$ cat src/rtl/regfile_wb_queue.sv
// regfile_wb_queue
// ----------------
// Write-side producer for the register file. Pipeline write-back requests
// are accepted over a valid/ready handshake and held in an in-order FIFO.
// The oldest entry is offered on the register file's single write port
// whenever that port is available. Values that are queued but not yet
// committed can be forwarded to two read lookups. A per-register pending
// mask is provided for hazard detection.
//
// Ports
//   clk          rising-edge clock
//   reset_n      synchronous reset, ACTIVE HIGH (1 = reset)
//   in_valid     write-back request present
//   in_ready     queue can accept a request (from registered state only)
//   in_reg       destination register of the request
//   in_data      value to write
//   drain_en     register file write port available this cycle
//   ctrlRegWrite write strobe to the register file
//   writeReg     write address (0 when the queue is empty)
//   writeData    write data (0 when the queue is empty)
//   lk1_reg/lk2_reg    forwarding lookup addresses
//   lk1_hit/lk2_hit    lookup matches a queued entry
//   lk1_data/lk2_data  youngest queued value for the lookup (0 on miss)
//   pending      bit r set iff a queued entry targets register r
//   count        number of queued entries
module regfile_wb_queue #(
  parameter int WORD_SIZE = 16,
  parameter int NUM_REGS  = 4,
  parameter int REG_AW    = 2,
  parameter int DEPTH     = 4
) (
  input  logic                     clk,
  input  logic                     reset_n,
  input  logic                     in_valid,
  output logic                     in_ready,
  input  logic [REG_AW-1:0]        in_reg,
  input  logic [WORD_SIZE-1:0]     in_data,
  input  logic                     drain_en,
  output logic                     ctrlRegWrite,
  output logic [REG_AW-1:0]        writeReg,
  output logic [WORD_SIZE-1:0]     writeData,
  input  logic [REG_AW-1:0]        lk1_reg,
  output logic                     lk1_hit,
  output logic [WORD_SIZE-1:0]     lk1_data,
  input  logic [REG_AW-1:0]        lk2_reg,
  output logic                     lk2_hit,
  output logic [WORD_SIZE-1:0]     lk2_data,
  output logic [NUM_REGS-1:0]      pending,
  output logic [$clog2(DEPTH):0]   count
);

  localparam int PW = $clog2(DEPTH);
  localparam logic [PW:0] FULL_COUNT = (PW+1)'(DEPTH);

  logic [REG_AW-1:0]    entry_reg_r   [DEPTH];
  logic [WORD_SIZE-1:0] entry_data_r  [DEPTH];
  logic [DEPTH-1:0]     entry_valid_r;
  logic [PW-1:0]        head_r;
  logic [PW-1:0]        tail_r;
  logic [PW:0]          count_r;

  logic                 push_s;
  logic                 pop_s;
  logic                 not_empty_s;
  logic [NUM_REGS-1:0]  pending_s;

  // Walk the queue from oldest to youngest so a later match overrides an
  // earlier one; the result is {hit, data} with data 0 on a miss.
  function automatic logic [WORD_SIZE:0] fwd_lookup(input logic [REG_AW-1:0] key);
    logic                 hit;
    logic [WORD_SIZE-1:0] data;
    logic [PW-1:0]        idx;
    hit  = 1'b0;
    data = '0;
    for (int i = 0; i < DEPTH; i++) begin
      idx = head_r + i[PW-1:0];
      if (entry_valid_r[idx] && (entry_reg_r[idx] == key)) begin
        hit  = 1'b1;
        data = entry_data_r[idx];
      end else begin
        hit  = hit;
        data = data;
      end
    end
    return {hit, data};
  endfunction

  // in_ready depends only on the registered count, so a full queue refuses
  // a push even when a pop happens on the same edge.
  assign in_ready    = (count_r != FULL_COUNT);
  assign not_empty_s = (count_r != '0);
  assign push_s      = in_valid && in_ready;
  assign pop_s       = not_empty_s && drain_en;

  assign ctrlRegWrite = pop_s;
  assign count        = count_r;
  assign pending      = pending_s;

  assign {lk1_hit, lk1_data} = fwd_lookup(lk1_reg);
  assign {lk2_hit, lk2_data} = fwd_lookup(lk2_reg);

  // Head entry on the write port, forced to zero when nothing is queued.
  always_comb begin
    writeReg  = '0;
    writeData = '0;
    if (not_empty_s) begin
      writeReg  = entry_reg_r[head_r];
      writeData = entry_data_r[head_r];
    end else begin
      writeReg  = '0;
      writeData = '0;
    end
  end

  // One-hot decode of each valid entry's register, ORed together.
  always_comb begin
    pending_s = '0;
    for (int i = 0; i < DEPTH; i++) begin
      if (entry_valid_r[i]) begin
        pending_s[entry_reg_r[i]] = 1'b1;
      end else begin
        pending_s = pending_s;
      end
    end
  end

  // Pointers, occupancy and valid bits; reset wins over push and pop.
  always_ff @(posedge clk) begin
    if (reset_n) begin
      head_r        <= '0;
      tail_r        <= '0;
      count_r       <= '0;
      entry_valid_r <= '0;
    end else begin
      if (push_s) begin
        tail_r                <= tail_r + 1'b1;
        entry_valid_r[tail_r] <= 1'b1;
      end
      // Head and tail never coincide when both happen (not empty, not full).
      if (pop_s) begin
        head_r                <= head_r + 1'b1;
        entry_valid_r[head_r] <= 1'b0;
      end
      case ({push_s, pop_s})
        2'b10:   count_r <= count_r + 1'b1;
        2'b01:   count_r <= count_r - 1'b1;
        default: count_r <= count_r;
      endcase
    end
  end

  // Entry payload storage, cleared on reset so stale data never leaks out.
  always_ff @(posedge clk) begin
    if (reset_n) begin
      for (int i = 0; i < DEPTH; i++) begin
        entry_reg_r[i]  <= '0;
        entry_data_r[i] <= '0;
      end
    end else if (push_s) begin
      entry_reg_r[tail_r]  <= in_reg;
      entry_data_r[tail_r] <= in_data;
    end
  end

endmodule

$ cat config.mk
export PLATFORM = sky130hd
export DESIGN_NAME = regfile_wb_queue
export DESIGN_NICKNAME = d
export VERILOG_FILES = /design/src/rtl/regfile_wb_queue.sv
export SDC_FILE = /design/constraint.sdc
export NUM_CORES = 1
export LEC_CHECK = 0
export CELL_PAD_IN_SITES_DETAIL_PLACEMENT = 1
export CELL_PAD_IN_SITES_GLOBAL_PLACEMENT = 1
export CORE_ASPECT_RATIO = 0.8
export CORE_UTILIZATION = 45
export CTS_CLUSTER_DIAMETER = 80
export CTS_CLUSTER_SIZE = 24
export DETAILED_ROUTE_END_ITERATION = 6
export GPL_TIMING_DRIVEN = 0
export PLACE_DENSITY_LB_ADDON = 0.2
export SLEW_MARGIN = 20
export SYNTH_ARGS = -nofsm -noshare
export SYNTH_HDL_FRONTEND = slang
export SYNTH_SLANG_ARGS = --single-unit
$ cat constraint.sdc
create_clock -name clk -period 5.5 [get_ports clk]
set_input_delay 1.1 -clock clk [delete_from_list [all_inputs] [get_ports clk]]
set_output_delay 1.1 -clock clk [all_outputs]
set_load 0.03 [all_outputs]
Yosys cells after proc, flatten, opt, wreduce, memory -nomap -nowiden:

Memories as Yosys holds them, arrays and structs flattened. A register that Yosys moved wholly into a read port is not among the register bits.
Index checks and enable logic that the tools add are counted.

* flip-flop bits (word level): 11
* RAM bits: 72
* input bits: 26
* output and inout bits: 61
* logic and storage cells: 125
* memories: 2

* add/sub/neg operators: 6
* $lt $le $gt $ge: 15
* eq/ne operators: 11
* mux-type cells: 61
* bitwise logic cells: 6
* reduce and logical (&&, ||, !) cells: 20

Memory list
* entry_data_r: depth 4, width 16, read ports 4, clocked after memory_dff 1, write ports 4, RTL line 56 `logic [WORD_SIZE-1:0] entry_data_r [DEPTH];`
* entry_reg_r: depth 4, width 2, read ports 8, clocked after memory_dff 1, write ports 4, RTL line 55 `logic [REG_AW-1:0] entry_reg_r [DEPTH];`

Operators by type and width (count)
* 16-bit two-way mux: 10
* 4-bit two-way mux: 7
* 2-bit by 3-bit < comparator with 1-bit output, second input constant: 9
* 1-bit two-way mux: 25
* 2-bit == test: 8
* 1-bit logical AND: 16
* 2-bit two-way mux: 8
* 4-bit bitwise OR: 4
* 16-bit OR reduction: 1
* 1-bit demux with 2-bit select: 6
* 2-bit by 1-bit greater-or-equal comparator with 1-bit output, second input constant: 6
* 1-bit binary-select mux with 2-bit select: 4
* 3-bit one-hot mux with 2 select lines: 1
* 2-bit by 1-bit adder with 2-bit output, second input constant: 2
* 2-bit adder, second input constant: 2
* 4-bit AND: 1
* 4-bit inverter: 1
* 3-bit by 1-bit adder with 3-bit output, second input constant: 1
* 3-bit inequality test, second input constant: 1
* 3-bit nonzero test: 1
* 3-bit by 1-bit subtractor with 3-bit output, second input constant: 1
* 2-bit by 1-bit == test with 1-bit output, second input constant: 1
* 2-bit == test, second input constant: 1
* 2-bit nonzero test: 1
* 2-bit OR reduction: 1

Longest topological paths before layout:

Gate-level depths: netlist of run 1.

* word-level depth: 11
* depth in mapped cells: 14
* gate-level depth less buffers: 10

Worst setup path before layout of run 1:

Ideal clock, no wire load.

* path type: reg-to-output
* start point: reg head_r[0]
* end point: out lk1_data[13]
* data arrival time: 3771 ps
* data required time: 4400 ps
* path slack: 629 ps
* stages on the path, launching flop included: 13
* path buffers: 5
* path through: dfxtp_1 buf_6 buf_6 buf_2 buf_2 inv_1 ha_1 mux4_2 xnor2_2 and3_1 buf_4 o311a_1 o21ai_0

* cells in the longest elaborated chain, start to end: 7

RTL lines
* start: declaration: RTL line 58 `logic [PW-1:0] head_r;`
* start signal: assignment: RTL line 141 `head_r <= head_r + 1'b1;`
* 2-bit by 1-bit adder with 2-bit output or 1-bit binary-select mux with 2-bit select (tied branches): RTL line 76, 77
* memory 4 x 2 bit (tied with other cells)
* 2-bit == test (tied with other cells): RTL line 77 `if (entry_valid_r[idx] && (entry_reg_r[idx] == key)) begin`
* 1-bit logical AND or 16-bit two-way mux (tied branches): RTL line 77
* 16-bit two-way mux (2 in a row): RTL line 77
* 16-bit two-way mux *: RTL line 77
* end: declaration: RTL line 44 `output logic [WORD_SIZE-1:0] lk1_data,`

Mark *: on every way between the ends. The rest lies on a longest branch, timed or not. The select of a mux whose other input is x is not followed.

Final worst setup path of run 1:

* start point: reg head_r[0]
* end point: out lk1_data[11]

The elaborated chain is that of the path after synthesis.

==> summary.md, run 1 <==
| Metric | Value |
|---|---|
| Distinct cell type count after synthesis | 48 |
| Pin count of the biggest net entering global routing | 20 |
| Grt ovf | 0 |
| Peak VDD IR | 0.220 mV |
| Sequential share of the synthesized area | 0.353 |
| Clock Skew | 8.19 ps |
| Nets@finish | 741 |
| Synth Flop Type | edfxtp_1 |
| Vias in the first global route | 6371 |
| Met3 GRT Util | 0.0636 |
| Post-Route WL | 26.4 mm |
| Fin crit share | 0.984 |
| Synth Area per Inst | 11.4 um2 |
| Die ar. | 0.0157 mm2 |
| Routed Antenna Nets | 0 |
| Min-delay worst type | flip-flop to flip-flop |
| Detailed Route Iter0 Violations | 644 |
| Maximum capacitance violations | 0 |
| Sequential power share | 0.221 |
| CP Class | flip-flop to output port |
| Synthesized Nets | 639 |
| Initial antenna violation count | 1 |
| DRC Markers | 0 |
| Endpoint type of the worst setup path | output port |
| Fillers | 1500 |
| Startpoint types | flip-flop |
| Critical Path RT | 4400 ps |
| Crit path max fanout | 10 |
| Final hold violations | 0 |
| Outcome | complete, no violations |
| DP Cell Count | 875 |
| Unrepaired setup endpoints after global routing | yes |
| All-Layer GR Usage | 0.352 |
| R2R cell count | 12 |
| Worst relative slew slack | 0.403 |
| Leak pwr | 2.90 nW |
| CTS buffer count | 9 |
| Asr flop ratio synth | 0 |
| Number of synthesized flops with an enable pin | 72 |
| Share of cells above drive strength 1 | 0.246 |
| Clk pin slew, worst setup/hold paths | 60 ps |
| Busiest grt layer | met2 |
| Core Util, Final | 0.570 |
| Global-route track usage on met1 | 0.474 |
| Die width | 140 um |
| Finished Layout Cells | 894 |
| Power Density | 480 mW/mm2 |
| Synth Register Bits | 85 |
| Num ports | 87 |
| Minimum clock period | 5410 ps |
| Setup violators final | 0 |
| Met2 Resource Use GR | 0.567 |
| H-tree depth | 3 |
| Die height | 112 um |
| Int Pwr | 0.00218 W |
| Worst hold path depth | 2 |
| Synth Warn # | 0 |
| Post-synthesis cell area | 0.00685 mm2 |
| Highest clock rate | 0.185 GHz |
| CTS tree | built |
| Net Sw Frac | 0.454 |
| Worst-Skew Late Latency | 360 ps |
| WP data arrival | 4310 ps |
| Switch Pwr | 0.00181 W |
| RD Place Congestion | 0.896 |
| Ant. Diodes | 0 |
| Vias | 6224 |
| Core Region | 0.0146 mm2 |
| Clock buffer depth | 2 |
| Std cell rows | 39 |
| Combinational share of power | 0.610 |
| Clock share of power | 0.169 |
| Post-DR wirelength/cell | 29.5 um |
| First-pass GRT wire length | 40.1 mm |
| Worst-Margin Slew | 895 ps |
| CTS Hold Buffers Added | 0 |
| HPWL Detailed | 18.8 mm |
| Starting Density | 0.470 |
| Max-slew violation count | 0 |
| PortBufs | 82 |
| Fin Hold WS | 589 ps |
| Vias per cell | 6.96 |
| Post-Syn Instances | 603 |
| Area growth syn-to-layout | 21.3% |
| Root Driver | clkbuf_16 |
| Clock sink count | 85 |
| Pre-antenna DRT Iters | 5 |
-- layout by cell type (no fill, tap or decap), types with 14 or more instances in the layout --
cell,n
mux4_2,76
and2_1,74
edfxtp_1,72
nand2_1,58
clkdlybuf4s50_1,49
nor2_1,21
clkbuf_1,20
o21ai_0,20
nor2b_1,20
buf_2,19
nor3_1,18
clkbuf_2,18
inv_1,15
nand4_1,15
o311a_1,15
xnor2_1,14
dlygate4sd2_1,14
-- through the flow --
| stage | TNS [ps] | worst slack (ps) | total power (W) | cell area [um2] |
|---|---|---|---|---|
| after floorplan | 0 | 629 | 0.00244 | 6850 |
| after global placement | -11130 | -544 | 0.00319 | 7900 |
| after detailed placement | -15060 | -576 | 0.00326 | 7970 |
| after CTS | 0 | 2.94 | 0.00393 | 8320 |
| after global routing | -72.7 | -63.1 | 0.00413 | 8320 |
| final | 0 | 89.4 | 0.00399 | 8320 |
-- per-layer routing --
metal,up-vias,wire [um],share of wire
li1,2546,-,-
met2,402,12500,0.47
met5,-,0,0
met3,68,2280,0.086
met1,3208,10700,0.41
met4,0,955,0.036
-- layout make-up --
cell class / count / area (um2) / area share
clock buffer: 11 / 233 / 0.0280
tap: 184 / 230 / 0.0277
timing repair buffer: 92 / 826 / 0.0993
sequential: 85 / 2420 / 0.291
clock inverter: 5 / 85.1 / 0.0102
multi-input combinational: 447 / 4150 / 0.499
inverter: 15 / 56.3 / 0.00677
buffer: 55 / 312 / 0.0375
-- power by group through the flow --
| stage | sequential [W] | clock [W] | combinational, W |
|---|---|---|---|
| 2_1_floorplan | 0.000865 | 0 | 0.00158 |
| 3_3_place_gp | 0.000876 | 0 | 0.00231 |
| 3_5_place_dp | 0.000889 | 0 | 0.00237 |
| 4_1_cts | 0.000878 | 0.000669 | 0.00238 |
| 5_1_grt | 0.000891 | 0.000693 | 0.00254 |
| 6_report | 0.000882 | 0.000674 | 0.00243 |
-- cell usage after synthesis, types with 13 or more instances --
| library cell | n | area share |
|---|---|---|
| nand4_1 | 15 | 0.014 |
| o311a_1 | 15 | 0.022 |
| and2_1 | 74 | 0.068 |
| o21ai_0 | 21 | 0.015 |
| dfxtp_1 | 13 | 0.038 |
| edfxtp_1 | 72 | 0.32 |
| nor2b_1 | 20 | 0.018 |
| nor2_1 | 22 | 0.012 |
| mux4_2 | 76 | 0.25 |
| clkbuf_1 | 25 | 0.014 |
| buf_2 | 19 | 0.014 |
| xnor2_1 | 14 | 0.018 |
| nand2_1 | 58 | 0.032 |
| nor3_1 | 19 | 0.014 |
| inv_1 | 15 | 0.0082 |
-- worst max-delay path: stages (launching register included) --
cell             delay [ps]
dfxtp_1                 390
buf_6                   160
buf_6                   190
buf_6                   210
buf_6                   220
inv_1                    90
ha_2                    390
mux4_2                  620
xnor2_4                 340
and3_1                  210
buf_4                   180
buf_6                   180
mux2i_1                  90
a211oi_1                320
clkdlybuf4s15_2         350
-- kinds of logic after synthesis --
group | count (synthesis) | synth area share
xor gates and xnor gates | 22 | 0.0303
DFF | 85 | 0.353
adders and majority gates | 10 | 0.0194
AOI/OAI and AO/OA | 99 | 0.108
muxes | 79 | 0.254
and+or+nand+nor | 237 | 0.185
buffers and inverters | 71 | 0.0497
-- flip-flops by register name (all words and copies together) (netlist names), named ones only --
register and cells:
tail_r 2, head_r 2, count 3, entry_reg_r 8
entry_valid_r 4, entry_data_r 64
-- worst paths after layout --
check | from | endpoint | slack, ps
hold / removal | count[2] | count[2] | 590
hold reg to reg | count[2] | count[2] | 590
setup / recovery | head_r[0] | lk1_data[11] | 90
setup reg to reg | head_r[0] | flip-flop | 2330
-- what timing repair did --
action | 4_1_cts | 5_1_grt
gates resized for setup | 80 | 23
setup endpoints to repair | 34 | 28
setup buffers | 0 | 4
pin swaps | 0 | 2
No activity file was read; power rests on OpenSTA's default activity.
==> run 2, diff against run 1 <==
- CORE_ASPECT_RATIO: 0.8 -> 0.6
==> run 2 against run 1 <==
Effect of this change:
- worst hold slack got worse by 5.2 ps
- first-iteration DRC count rose by 15%
- global-route usage increased by 0.51 points
- wire length up 2.8%
- critical path depth down 1
- count of clock-buffer cells in the layout up 2
- critical endpoint is now lk1_data[0]
==> summary.md, run 2 (synthesis gave the netlist of run 1 again) <==
| Metric | Value |
|---|---|
| HPWL Detailed | 19.2 mm |
| Worst relative slew slack | 0.262 |
| First-pass GRT wire length | 40.9 mm |
| Slowest cell on crit path | mux4_2 |
| Detailed Route Iter0 Violations | 743 |
| Setup violators final | 0 |
| Share of cells above drive strength 1 | 0.261 |
| RD Place Congestion | 1.01 |
| Initial antenna violation count | 0 |
| WP data arrival | 4360 ps |
| Die height | 97.6 um |
| Clock buffer depth | 2 |
| Total negative slack | 0 ps |
| Int Pwr | 0.00218 W |
| H-tree depth | 3 |
| R2R cell count | 12 |
| Grt ovf | 0 |
| Buf+Inv Stages, Crit Path | 7 |
| Critical Path RT | 4400 ps |
| Std cell rows | 34 |
| Sequential power share | 0.220 |
| Endpoint type of the worst setup path | output port |
| Routed Antenna Nets | 0 |
| Clock sink count | 85 |
| Root Driver | clkbuf_16 |
| Worst hold path depth | 2 |
| Die ar. | 0.0157 mm2 |
| CTS buffer count | 9 |
| Vias per cell | 6.95 |
| Min-delay worst type | flip-flop to flip-flop |
| Starting Density | 0.467 |
| All-Layer GR Usage | 0.357 |
| CTS tree | built |
| Combinational share of power | 0.620 |
| Max-slew violation count | 0 |
| Pre-antenna DRT Iters | 6 |
| Fin crit share | 0.993 |
| DRC Markers | 0 |
| Crit path max fanout | 10 |
| Clock share of power | 0.161 |
| Worst-Skew Late Latency | 350 ps |
| Minimum clock period | 5460 ps |
| Biggest register | entry_data_r |
| Pin count of the biggest net entering global routing | 20 |
| Peak VDD IR | 0.181 mV |
| Largest delay contributor family on the critical path | buffers and inverters |
| Most frequent cells in the layout | mux4_2 (76), and2_1 (74), edfxtp_1 (72), nand2_1 (58), clkdlybuf4s50_1 (48) |
| CP peak stage delay | 630 ps |
| Commonest non-fill, non-tap cell in the layout | mux4_2 |
| Post-Route WL | 27.1 mm |
| Core Util, Final | 0.567 |
| Clk pin slew, worst setup/hold paths | 70 ps |
| CP Depth | 13 |
| Outcome | complete, no violations |
| PortBufs | 82 |
| Net Sw Frac | 0.460 |
| Core Region | 0.0147 mm2 |
| Largest registers | entry_data_r (64), entry_reg_r (8), entry_valid_r (4) |
| Startpoint types | flip-flop |
| Area growth syn-to-layout | 21.5% |
| Maximum capacitance violations | 0 |
| Vias | 6312 |
| Nets@finish | 741 |
| Num ports | 87 |
| Vias in the first global route | 6513 |
| Critical Path, Cell by Cell | buf_6 -> buf_8 -> buf_8 -> buf_6 -> inv_1 -> ha_2 -> mux4_2 -> xnor2_4 -> and3_1 -> buf_4 -> o311a_1 -> o21ai_1 -> dlygate4sd2_1 |
| Highest clock rate | 0.183 GHz |
| Fillers | 1540 |
| Die width | 161 um |
| Power Density | 484 mW/mm2 |
| Ant. Diodes | 0 |
| Switch Pwr | 0.00185 W |
| CP Class | flip-flop to output port |
| Clock Skew | 8.45 ps |
| Final hold violations | 0 |
| Leak pwr | 2.90 nW |
| Number of flip-flops in the largest register | 64 |
| Post-DR wirelength/cell | 29.9 um |
| Worst-Margin Slew | 1100 ps |
run 2: path summary, 6_finish.rpt:
check / to / from / slack [ps]
hold / removal: count[1] / count[1] / 580
setup reg to reg: head_r[1] / head_r[0] / 2180
setup / recovery: lk1_data[0] / head_r[0] / 40
hold reg to reg: count[1] / count[1] / 580
run 2: area by class of cell:
class / count / area [um2] / share of cell area
clock inverter: 3 / 45.0 / 0.00541
buffer: 55 / 324 / 0.0389
tap: 198 / 248 / 0.0298
inverter: 15 / 56.3 / 0.00676
sequential: 85 / 2420 / 0.291
timing repair buffer: 92 / 792 / 0.0952
clock buffer: 13 / 262 / 0.0314
multi-input combinational: 447 / 4170 / 0.502
run 2: metrics by stage:
step	setup slack, ps	cell area [um2]	instances	total power (W)	hold WS [ps]
global route	-14.4	8320	908	0.00415	605
global placement	-374	7920	883	0.00314	504
detailed placement	-576	7980	888	0.00325	571
CTS	-11.5	8320	903	0.00392	583
floorplan	629	6850	603	0.00244	505
finish	36.1	8320	908	0.00403	584
run 2: what timing repair did:
item                       4_1_cts  5_1_grt
gates resized for setup         85       54
setup endpoints to repair       34       33
buffers inserted                 0        5
hold buffers                     0        0
pin swaps                        0        2
run 2: metal layers:
metal	track usage	vias to the layer above	wire (um)
met3	0.0888	88	3270
met5	0	-	0
met1	0.495	3141	10700
met4	0.136	0	899
li1	-	2547	-
met2	0.538	536	12200
run 2: worst register-to-register path, cell delays in order (launching register included):
cell     delay, ps
dfxtp_1        440
buf_6          180
buf_8          200
buf_8          200
buf_6          210
inv_1          110
ha_2           390
buf_4          270
buf_4          310
buf_2          360
buf_4          290
mux2i_1        120
nor2_1         160
run 2: power groups by stage:
stage,Clock (W),Sequential [W],Combinational (W)
global route,0.000667,0.000892,0.00259
global placement,0,0.000875,0.00227
detailed placement,0,0.000892,0.00236
finish,0.000647,0.000885,0.00250
floorplan,0,0.000865,0.00158
CTS,0.000645,0.000879,0.00240
